[config.mk]
export PLATFORM = sky130hd
export DESIGN_NAME = riscv_ifetch
export DESIGN_NICKNAME = d
export VERILOG_FILES = /design/src/rtl/riscv_ifetch.sv
export SDC_FILE = /design/constraint.sdc
export NUM_CORES = 1
export LEC_CHECK = 0
export ABC_CLOCK_PERIOD_IN_PS = 7900
export BUFFER_PORTS_ARGS = -buffer_cell sky130_fd_sc_hd__buf_2
export CAP_MARGIN = 40
export CORE_AREA = 2 2 204 206
export DETAILED_ROUTE_END_ITERATION = 10
export DIE_AREA = 0 0 206 208
export GPL_TIMING_DRIVEN = 0
export HOLD_SLACK_MARGIN = 0.02
export MAX_ROUTING_LAYER = met4
export SYNTH_ARGS = -nofsm -noshare
export SYNTH_HDL_FRONTEND = slang
export SYNTH_SLANG_ARGS = --single-unit
[constraint.sdc]
create_clock -name clk -period 7.9 [get_ports clk]
set_clock_uncertainty 0.15 [all_clocks]
set_input_delay 1.185 -clock clk [delete_from_list [all_inputs] [get_ports clk]]
set_output_delay 1.185 -clock clk [all_outputs]
set_load 0.005 [all_outputs]
[src/rtl/riscv_ifetch.sv]
// riscv_ifetch: instruction fetch front end.
//
// Owns the fetch PC, issues in-order word fetches to instruction memory and
// buffers the returned instructions (with their PCs) in a small FIFO that
// feeds decode over a valid/ready handshake. Redirects from execute restart
// fetch at a new PC; responses to requests issued before the redirect are
// counted off and discarded so decode only sees the correct-path stream.
//
// Ports:
//   clk, rst            clock, synchronous active-high reset
//   redirect_valid_i    redirect fetch this cycle (highest priority)
//   redirect_pc_i       new fetch PC, bits [1:0] ignored
//   imem_req_valid_o    fetch request valid
//   imem_req_ready_i    memory accepts request
//   imem_req_addr_o     word-aligned fetch address
//   imem_rsp_valid_i    response valid (in request order, always accepted)
//   imem_rsp_data_i     fetched instruction
//   inst_valid_o        buffered instruction available
//   inst_ready_i        decode consumes instruction
//   inst_o, inst_pc_o   instruction at buffer head and its PC

module riscv_ifetch #(
  parameter logic [63:0] RESET_PC   = 64'h0,
  parameter int          FIFO_DEPTH = 2
) (
  input  logic        clk,
  input  logic        rst,
  input  logic        redirect_valid_i,
  input  logic [63:0] redirect_pc_i,
  output logic        imem_req_valid_o,
  input  logic        imem_req_ready_i,
  output logic [63:0] imem_req_addr_o,
  input  logic        imem_rsp_valid_i,
  input  logic [31:0] imem_rsp_data_i,
  output logic        inst_valid_o,
  input  logic        inst_ready_i,
  output logic [31:0] inst_o,
  output logic [63:0] inst_pc_o
);

  localparam int AW = (FIFO_DEPTH > 1) ? $clog2(FIFO_DEPTH) : 1;
  localparam int CW = $clog2(FIFO_DEPTH + 1);
  localparam logic [CW:0] DEPTH_W = (CW + 1)'(FIFO_DEPTH);

  logic [63:0]   fetch_pc;
  logic [63:0]   rsp_pc;
  logic [CW-1:0] outstanding;
  logic [CW-1:0] drop_cnt;
  logic [CW-1:0] fifo_cnt;
  logic [AW-1:0] wr_ptr;
  logic [AW-1:0] rd_ptr;
  logic [63:0]   pc_mem   [FIFO_DEPTH];
  logic [31:0]   inst_mem [FIFO_DEPTH];

  logic          fifo_empty;
  logic          pop;
  logic          do_pop;
  logic          push;
  logic          rsp_drop;
  logic          req_hs;
  logic [CW:0]   credit_used;
  logic [63:0]   redirect_pc;
  logic          unused_pc_bits;

  assign unused_pc_bits = ^redirect_pc_i[1:0];
  assign redirect_pc    = {redirect_pc_i[63:2], 2'b00};

  assign fifo_empty = (fifo_cnt == '0);
  assign pop        = !rst && !fifo_empty && inst_ready_i;
  assign do_pop     = pop && !redirect_valid_i;

  // Every issued request reserves a FIFO slot up front, so a response can
  // always be written. A slot freed by this cycle's pop counts as available.
  assign credit_used = {1'b0, outstanding} + {1'b0, fifo_cnt} - {{CW{1'b0}}, pop};

  assign imem_req_valid_o = !rst && !redirect_valid_i && (credit_used < DEPTH_W);
  assign imem_req_addr_o  = fetch_pc;
  assign req_hs           = imem_req_valid_o && imem_req_ready_i;

  assign rsp_drop = imem_rsp_valid_i && (drop_cnt != '0);
  assign push     = !rst && imem_rsp_valid_i && (drop_cnt == '0) && !redirect_valid_i;

  assign inst_valid_o = !rst && !fifo_empty;
  assign inst_o       = rst ? 32'h0 : inst_mem[rd_ptr];
  assign inst_pc_o    = rst ? 64'h0 : pc_mem[rd_ptr];

  always_ff @(posedge clk) begin
    if (rst) begin
      fetch_pc    <= RESET_PC;
      rsp_pc      <= RESET_PC;
      outstanding <= '0;
      drop_cnt    <= '0;
      fifo_cnt    <= '0;
      wr_ptr      <= '0;
      rd_ptr      <= '0;
    end else begin
      // No request is issued during a redirect, so this also covers that case.
      outstanding <= outstanding + CW'(req_hs) - CW'(imem_rsp_valid_i);

      if (redirect_valid_i) begin
        fetch_pc <= redirect_pc;
        rsp_pc   <= redirect_pc;
        fifo_cnt <= '0;
        wr_ptr   <= '0;
        rd_ptr   <= '0;
        // Every request still in flight is now stale. drop_cnt is a subset
        // of outstanding, so the new drop count is all remaining in-flight
        // requests (minus one if a response lands this cycle and is eaten
        // here). This keeps back-to-back redirects from double counting.
        drop_cnt <= outstanding - CW'(imem_rsp_valid_i);
      end else begin
        if (req_hs) begin
          fetch_pc <= fetch_pc + 64'd4;
        end
        if (rsp_drop) begin
          drop_cnt <= drop_cnt - CW'(1);
        end
        if (push) begin
          rsp_pc <= rsp_pc + 64'd4;
          wr_ptr <= wr_ptr + AW'(1);
        end
        if (do_pop) begin
          rd_ptr <= rd_ptr + AW'(1);
        end
        fifo_cnt <= fifo_cnt + CW'(push) - CW'(do_pop);
      end
    end
  end

  // Buffer storage needs no reset; fifo_cnt gates visibility of its contents.
  always_ff @(posedge clk) begin
    if (push) begin
      pc_mem[wr_ptr]   <= rsp_pc;
      inst_mem[wr_ptr] <= imem_rsp_data_i;
    end
  end

endmodule
==> results of run 1 <==
## metrics by stage
| step | hold slack [ns] | cell area [um^2] | setup TNS [ns] | setup WS, ns |
|---|---|---|---|---|
| after global routing | 0.369 | 18700 | 0 | 1.51 |
| final | 0.352 | 18700 | 0 | 1.49 |
| after global placement | 0.331 | 17200 | -219.53 | -2.35 |
| after detailed placement | 0.348 | 17500 | 0 | 1.17 |
| after CTS | 0.362 | 18700 | 0 | 1.70 |
| after floorplan | 0.274 | 15300 | 0 | 1.11 |
## cells by family after synthesis
group                    count (synthesis)
AO/OA/AOI/OAI                          234
XOR/XNOR                                54
adder cells (fa/ha/maj)                 11
buffers and inverters                  120
flip-flops                             321
multiplexers                           106
other                                    1
AND/OR/NAND/NOR                        618
## final cells by class
type / count / area [um^2]
fill: 3875 / 21900
sequential: 321 / 8310
multi-input combinational: 1027 / 6500
timing repair buffer: 272 / 1530
clock buffer: 45 / 986
tap: 532 / 666
buffer: 95 / 375
clock inverter: 21 / 221
inverter: 25 / 93.8
antenna: 1 / 2.50
## how the worst max path moves through the flow
stage | from | endpoint | slack (ns) | cells past startpoint
floorplan | rst | inst_mem[0][0]$_DFFE_PP_ | 1.11 | 4
global placement | rst | pc_mem[0][5]$_DFFE_PP_ | -2.35 | 5
detailed placement | rst | outstanding[0]$_SDFF_PP0_ | 1.17 | 17
CTS | rst | outstanding[0]$_SDFF_PP0_ | 1.70 | 17
global route | rst | outstanding[0]$_SDFF_PP0_ | 1.51 | 17
finish | rst | outstanding[0]$_SDFF_PP0_ | 1.49 | 17
## power breakdown
part / internal [mW] / switching, mW
Sequential: 1.84 / 0.0918
Clock: 1.02 / 0.697
Combinational: 0.148 / 0.248
## worst reg2reg max path, stage by stage (launching register included)
cell,delay (ns)
dfxtp_1,0.33
inv_1,0.06
a21oi_1,0.22
nand2_1,0.15
inv_1,0.09
ha_1,0.22
nand2b_1,0.15
fa_1,0.42
xnor2_1,0.83
nor2_1,0.44
inv_1,0.45
clkbuf_1,0.55
clkbuf_1,0.62
ha_1,0.37
inv_1,0.06
ha_1,0.21
nor2b_1,0.12
## sequential cells by signal, summed over array words and instances, names as in the netlist, named ones only
register and flops:
pc_mem 124, imem_req_addr_o 62, wr_ptr 1, drop_cnt 2
outstanding 2, inst_mem 64, rd_ptr 1, rsp_pc 62
fifo_cnt 2
## per-layer routing
layer	vias to the layer above	share of wire, %
li1	6181	-
met1	6450	44
met2	610	45
met3	101	7.6
met4	0	3.2
met5	-	0
## placed cells by master, fill, tap and decap left out, types with 14 or more instances in the layout
master     Yosys  routed
a211oi_1      21      21
a21boi_0      14      14
a21oi_1       30      30
a22oi_1       15      15
a31oi_1       29      29
and3_1        27      26
and4_1        19      19
buf_2          3     261
clkbuf_1      75      80
clkbuf_16      0      37
dfxtp_1      133     133
edfxtp_1     188     188
inv_1         22      22
mux2i_1      103     103
nand2_1      104     104
nand3_1       78      78
nand4_1       50      50
nor2_1       188     187
nor3_1        25      25
nor4_1        36      35
o211ai_1      16      16
o21ai_0       39      39
or3_1         26      26
or4_1         22      22
xnor2_1       36      36
xor2_1        18      18
==> results by group, run 1 <==
Power and ir drop
  • Pwr/cell area: 217 nW/um^2
  • Overall power: 4.05 mW
  • Leakage power: 6.63 nW
  • Worst vdd ir: 124 uV

Worst setup path
  • Reg2reg setup slack: 2.34 ns
  • Setup CP Type: in2reg
  • Critical-path cell list: buf_2 > clkbuf_1 > a21oi_1 > nand2_1 > inv_1 > ha_1 > nand2b_1 > fa_1 > xnor2_1 > nor2_1 > inv_1 > clkbuf_1 > clkbuf_1 > ha_1 > inv_1 > ha_1 > nor2b_1
  • Crit end category: flip-flop
  • Startpoint type of the worst setup path: input port
  • Dominant delay contributor by cell family on the critical path: buffers and inverters
  • Crit path largest cell delay: 0.83 ns
  • Worst Path Required: 8.14 ns
  • FF-to-FF End: outstanding[0]$_SDFF_PP0_
  • Reg2reg path depth: 16
  • CP max FO: 10
  • Critical R2R Launch: fifo_cnt[0]$_SDFF_PP0_
  • Worst Path Buf+Inv: 7
  • Worst path slowest cell: xnor2_1
  • Crit path DAT: 6.66 ns

Route
  • DRC viols: 0
  • Via density: 5.70
  • Wire per inst: 23.1 um
  • Total Wirelength: 54100 um
  • Post-route ant nets: 0
  • DR iter-0 viols: 1123
  • Drt pass-1 iters: 5
  • Via count: 13342

Global route
  • GR peak layer: met2
  • Initial antenna violation count: 1
  • Largest net degree at the start of global routing: 61
  • Vias in the first global route: 12693
  • Gr usage total: 25.5%
  • Met3 usage: 3.74%
  • Global-route wire length before repair: 79800 um
  • M1 GR Usage: 35.0%
  • Total grt overflow: 0
  • GR Util met2: 38.3%

Logic synthesis
  • Mapped Area: 15200 um^2
  • Post-synthesis sequential element count: 321
  • Post-synthesis mux area share: 6.98%
  • Simple-gate share of the synthesized area: 20.7%
  • Post-synthesis compound-gate area fraction: 10.7%
  • EDFF count, synth: 188
  • Syn Area/Cell: 10.4 um^2
  • Post-synth top area share: 37.0%
  • Synth Instances: 1465
  • Synth Flop Type: edfxtp_1
  • Share of flip-flops with an asynchronous set or reset: 0%
  • Synth cell types: 74
  • Main combinational cell family by area after synthesis: simple AND/OR/NAND/NOR gates
  • Xor/xnor share of the synthesized area: 3.10%
  • Synth area leader: edfxtp_1
  • Seq/Total Area, Yosys: 54.5%
  • Top post-synthesis cells by area: edfxtp_1, dfxtp_1, mux2i_1, nor2_1, nand3_1
  • Yosys warns: 0
  • Post-Synth Adder-Cell Area: 0.952%
  • Commonest cells in the netlist: edfxtp_1, nor2_1, dfxtp_1, nand2_1, mux2i_1

Final layout
  • Share of layout cells above drive strength 1: 19.4%
  • Final net count: 1891
  • P&R area growth vs syn: 22.5%
  • Final design utilization: 46.1%
  • Fin cells: 2339

Clocking
  • Postcts setup bufs: 0
  • Clock sinks: 321
  • Post-CTS Resized: 0
  • TritonCTS clock tree: done
  • CTS H-tree lvls: 2
  • Hold_buf cts: 0
  • CTS root buffer: clkbuf_16
  • Total CTS buffers: 36
  • Worst-case clock buffer depth: 3
  • Clk_lat worst skew: 0.54 ns
  • Clock slew at reported path FFs: 0.06 ns

Place
  • GP Congestion: 0.980
  • Hpwl dp: 40600 um
  • Placed insts: 2272
  • PortBufs: 256

Timing
  • Final hold violations: 0
  • Unrepaired setup endpoints after global routing: false
  • Final max-slew violation count: 0
  • Slew margin rel.: 31.9%
  • Slew @ Worst Pin: 1.01 ns
  • Minimum clock period after layout: 6.41 ns
  • F_max: 0.156 GHz
  • Final setup fails: 0
  • Final Cycle Share: 81.2%

Run
  • # Max-Cap Violations: 0

Hold path
  • Hold path start: rsp_pc[8]$_SDFFE_PP0P_
  • Worst hold stages: 0
  • Hold EP: pc_mem[1][8]$_DFFE_PP_
  • Hold Crit Class: reg2reg

Outcome
  • Status: complete, no violations

Floorplanning
  • Die Width: 206 um
  • Core footprint: 40600 um^2
  • Standard-cell rows: 74
  • Die H: 208 um
  • Die area: 42800 um^2
  • Starting Density: 37.6%
  • I/O pins: 264
Power figures use the tool's default switching activity.
==> run 2, diff against run 1 <==
--- a/config.mk
+++ b/config.mk
@@ -5,12 +5,13 @@
 export SDC_FILE = /design/constraint.sdc
 export NUM_CORES = 1
 export LEC_CHECK = 0
-export ABC_CLOCK_PERIOD_IN_PS = 7900
+export ABC_AREA = 1
+export ABC_CLOCK_PERIOD_IN_PS = 5710
 export BUFFER_PORTS_ARGS = -buffer_cell sky130_fd_sc_hd__buf_2
 export CAP_MARGIN = 40
-export CORE_AREA = 2 2 204 206
+export CORE_AREA = 2 2 213 215
 export DETAILED_ROUTE_END_ITERATION = 10
-export DIE_AREA = 0 0 206 208
+export DIE_AREA = 0 0 215 217
 export GPL_TIMING_DRIVEN = 0
 export HOLD_SLACK_MARGIN = 0.02
 export MAX_ROUTING_LAYER = met4
==> constraint.sdc (replaced) <==
create_clock -name clk -period 5.71 [get_ports clk]
set_clock_uncertainty 0.15 [all_clocks]
set_input_delay 0.8565 -clock clk [delete_from_list [all_inputs] [get_ports clk]]
set_output_delay 0.8565 -clock clk [all_outputs]
set_load 0.005 [all_outputs]
==> results by group, run 2 <==
Route
  • Drt pass-1 iters: 6 (+1)
  • DR iter-0 viols: 1528 (+36%)
  • Wire per inst: 19.9 um (-14%)
  • Total Wirelength: 61300 um (+13%)
  • DRC viols: 0 (unchanged)
  • Via count: 15965 (+20%)
  • Via density: 5.18 (-9.1%)
  • Post-route ant nets: 0 (unchanged)

Place
  • PortBufs: 255 (-0.39%)
  • Placed insts: 3013 (+33%)
  • GP Congestion: 0.980 (about the same)
  • Placed instance area: 18900 um^2 (+8.1%)
  • Hpwl dp: 47400 um (+17%)

Final layout
  • Final net count: 2565 (+36%)
  • Fill cells: 4515 (+17%)
  • Final Instance Area: 20200 um^2 (+8.2%)
  • Max reg flops: 124 (unchanged)
  • Regs by FF count: pc_mem: 124 flops, inst_mem: 64 flops
  • Commonest non-fill, non-tap cell in the layout: nand2_1
  • Diode count: 0 (-1)
  • Most frequent cells in the layout: nand2_1, nor2_1, buf_2
  • Fin cells: 3080 (+32%)
  • Most flops, register: pc_mem
  • Share of layout cells above drive strength 1: 17.4% (-2.0 points)
  • P&R area growth vs syn: 21.6%

Power and ir drop
  • Pwr/cell area: 285 nW/um^2 (+31%)
  • Worst vdd ir: 187 uV (+51%)
  • Leakage power: 7.85 nW (+18%)
  • Overall power: 5.76 mW (+42%)

Global route
  • Largest net degree at the start of global routing: 26 (-57%)
  • Vias in the first global route: 14876 (+17%)
  • Initial antenna violation count: 0 (-1)
  • Global-route wire length before repair: 90600 um (+14%)
  • Total grt overflow: 0 (unchanged)
  • Gr usage total: 26.5% (+1.1 points)

Floorplanning
  • Starting Density: 37.2% (-0.43 points)
  • Standard-cell rows: 78 (+5.4%)
  • Die Width: 215 um (+4.4%)
  • Core footprint: 44700 um^2 (+10%)
  • Die area: 46700 um^2 (+8.9%)
  • I/O pins: 264 (unchanged)
  • Die H: 217 um (+4.3%)

Logic synthesis
  • Top post-synthesis cells by area: edfxtp_1, dfxtp_1, nand2_1, nor2_1, o21ai_0
  • EDFF count, synth: 188 (unchanged)
  • Syn Area/Cell: 7.75 um^2 (-26%)
  • Seq/Total Area, Yosys: 50.0% (-4.5 points)
  • Most frequent cell after synthesis: nand2_1
  • Post-synthesis sequential element count: 321 (unchanged)
  • Synth area leader: edfxtp_1
  • Commonest cells in the netlist: nand2_1, nor2_1, inv_1, edfxtp_1, o21ai_0
  • Synth cell types: 41 (-45%)
  • Synth Instances: 2144 (+46%)
  • Post-synth top area share: 34.0% (-3.0 points)
  • Yosys warns: 0 (unchanged)
  • Share of flip-flops with an asynchronous set or reset: 0% (unchanged)
  • Synth Flop Type: edfxtp_1
  • Mapped Area: 16600 um^2 (+9.0%)

Worst setup path
  • Worst Path Buf+Inv: 6 (-1)
  • CP startpoint: rst
  • Worst path slowest cell: clkbuf_1
  • Crit path largest cell delay: 0.60 ns (-0.23 ns)
  • Startpoint type of the worst setup path: input port
  • Dominant delay contributor by cell family on the critical path: buffers and inverters
  • Crit end category: output pin
  • Setup CP Type: in2out
  • Critical-path cell list: buf_2 > inv_2 > buf_6 > clkbuf_1 > clkbuf_1 > o21ai_0 > nor2_1 > buf_2
  • Crit path DAT: 2.95 ns (-3.71 ns)
  • Worst Path Required: 4.70 ns (-3.44 ns)
  • Critical R2R Launch: fifo_cnt[1]$_SDFF_PP0_
  • CP max FO: 10 (unchanged)

Clocking
  • Worst-case clock buffer depth: 3 (unchanged)
  • Post-CTS Resized: 0 (unchanged)
  • Postcts setup bufs: 0 (unchanged)
  • Total CTS buffers: 37 (+2.8%)
  • CTS H-tree lvls: 2 (unchanged)
  • Clock sinks: 321 (unchanged)
  • Clock slew at reported path FFs: 0.06 ns (about the same)
  • TritonCTS clock tree: done
  • CTS root buffer: clkbuf_16
  • Clk_lat worst skew: 0.57 ns (+0.03 ns)
  • Hold_buf cts: 0 (unchanged)

Hold path
  • Hold path start: imem_rsp_data_i[5]
  • Hold Crit Class: in2reg

Timing
  • Minimum clock period after layout: 3.95 ns
  • Final setup fails: 0 (unchanged)
  • WHS: 0.335 ns (-0.0179 ns)
  • Final Cycle Share: 69.2%
  • TNS Setup: 0 ns (unchanged)
  • Final hold violations: 0 (unchanged)
  • Final max-slew violation count: 0 (unchanged)
  • Slew margin rel.: 35.7% (+3.8 points)
  • Slew @ Worst Pin: 0.965 ns (-0.0491 ns)
  • Unrepaired setup endpoints after global routing: false
  • F_max: 0.253 GHz

Outcome
  • Status: complete, no violations

Run
  • # Max-Cap Violations: 0 (unchanged)
==> run 2: cell families after synthesis <==
| kind of cell | Yosys count | share of synthesized area (%) |
|---|---|---|
| flops | 321 | 50.0 |
| other cells | 1 | 0.0226 |
| simple gates | 1101 | 27.4 |
| fa+ha+maj | 11 | 0.874 |
| xor+xnor | 51 | 2.69 |
| compound gates | 363 | 11.7 |
| buf+inv | 296 | 7.25 |
==> run 2: worst register-to-register path: cells and delay by family, from the launching register on <==
kind | cells | cell delay, ns
adder cells (fa/ha/maj) | 4 | 1.01
AND/OR/NAND/NOR | 4 | 0.72
AO/OA/AOI/OAI | 3 | 0.44
flip-flops | 1 | 0.35
buffers and inverters | 3 | 0.21
XOR/XNOR | 2 | 0.45
==> run 2: layout make-up <==
class | instances | area [um^2] | area share [%]
clock buffer | 40 | 947 | 4.69
multi-input combinational | 1530 | 7130 | 35.3
timing repair buffer | 266 | 1490 | 7.39
sequential | 321 | 8310 | 41.1
buffer | 82 | 399 | 1.98
inverter | 214 | 806 | 3.99
clock inverter | 27 | 374 | 1.85
tap | 600 | 751 | 3.72
==> run 2: metal layers <==
metal,vias up,track usage [%],part of all wire [%]
met5,-,-,0
met4,0,9.52,3.8
met3,123,4.01,7.5
met2,705,42.8,46
met1,7484,34.1,43
li1,7653,-,-
==> run 2: final timing paths <==
check                           slack (ns)                        end  depth (start not counted)
worst max register to register        2.30  outstanding[1]$_SDFF_PP0_                         16
worst max-delay path                  1.76              inst_pc_o[62]                          8
worst min register to register        0.34        rd_ptr$_SDFFE_PP0P_                          2
worst min-delay path                  0.33   inst_mem[1][5]$_DFFE_PP_                          1
==> run 2: power by group <==
part,leakage (nW),internal [mW],switching (mW)
Sequential,2.83,2.54,0.113
Combinational,4.38,0.186,0.333
Clock,0.639,1.58,1.02
==> run 2: metrics by stage <==
step / utilization [%] / setup WS [ns]
after CTS: 45.2 / 1.76
final: 45.2 / 1.76
after global placement: 41.7 / -0.634
after detailed placement: 42.2 / 1.74
after floorplan: - / 1.12
after global routing: 45.2 / 1.66
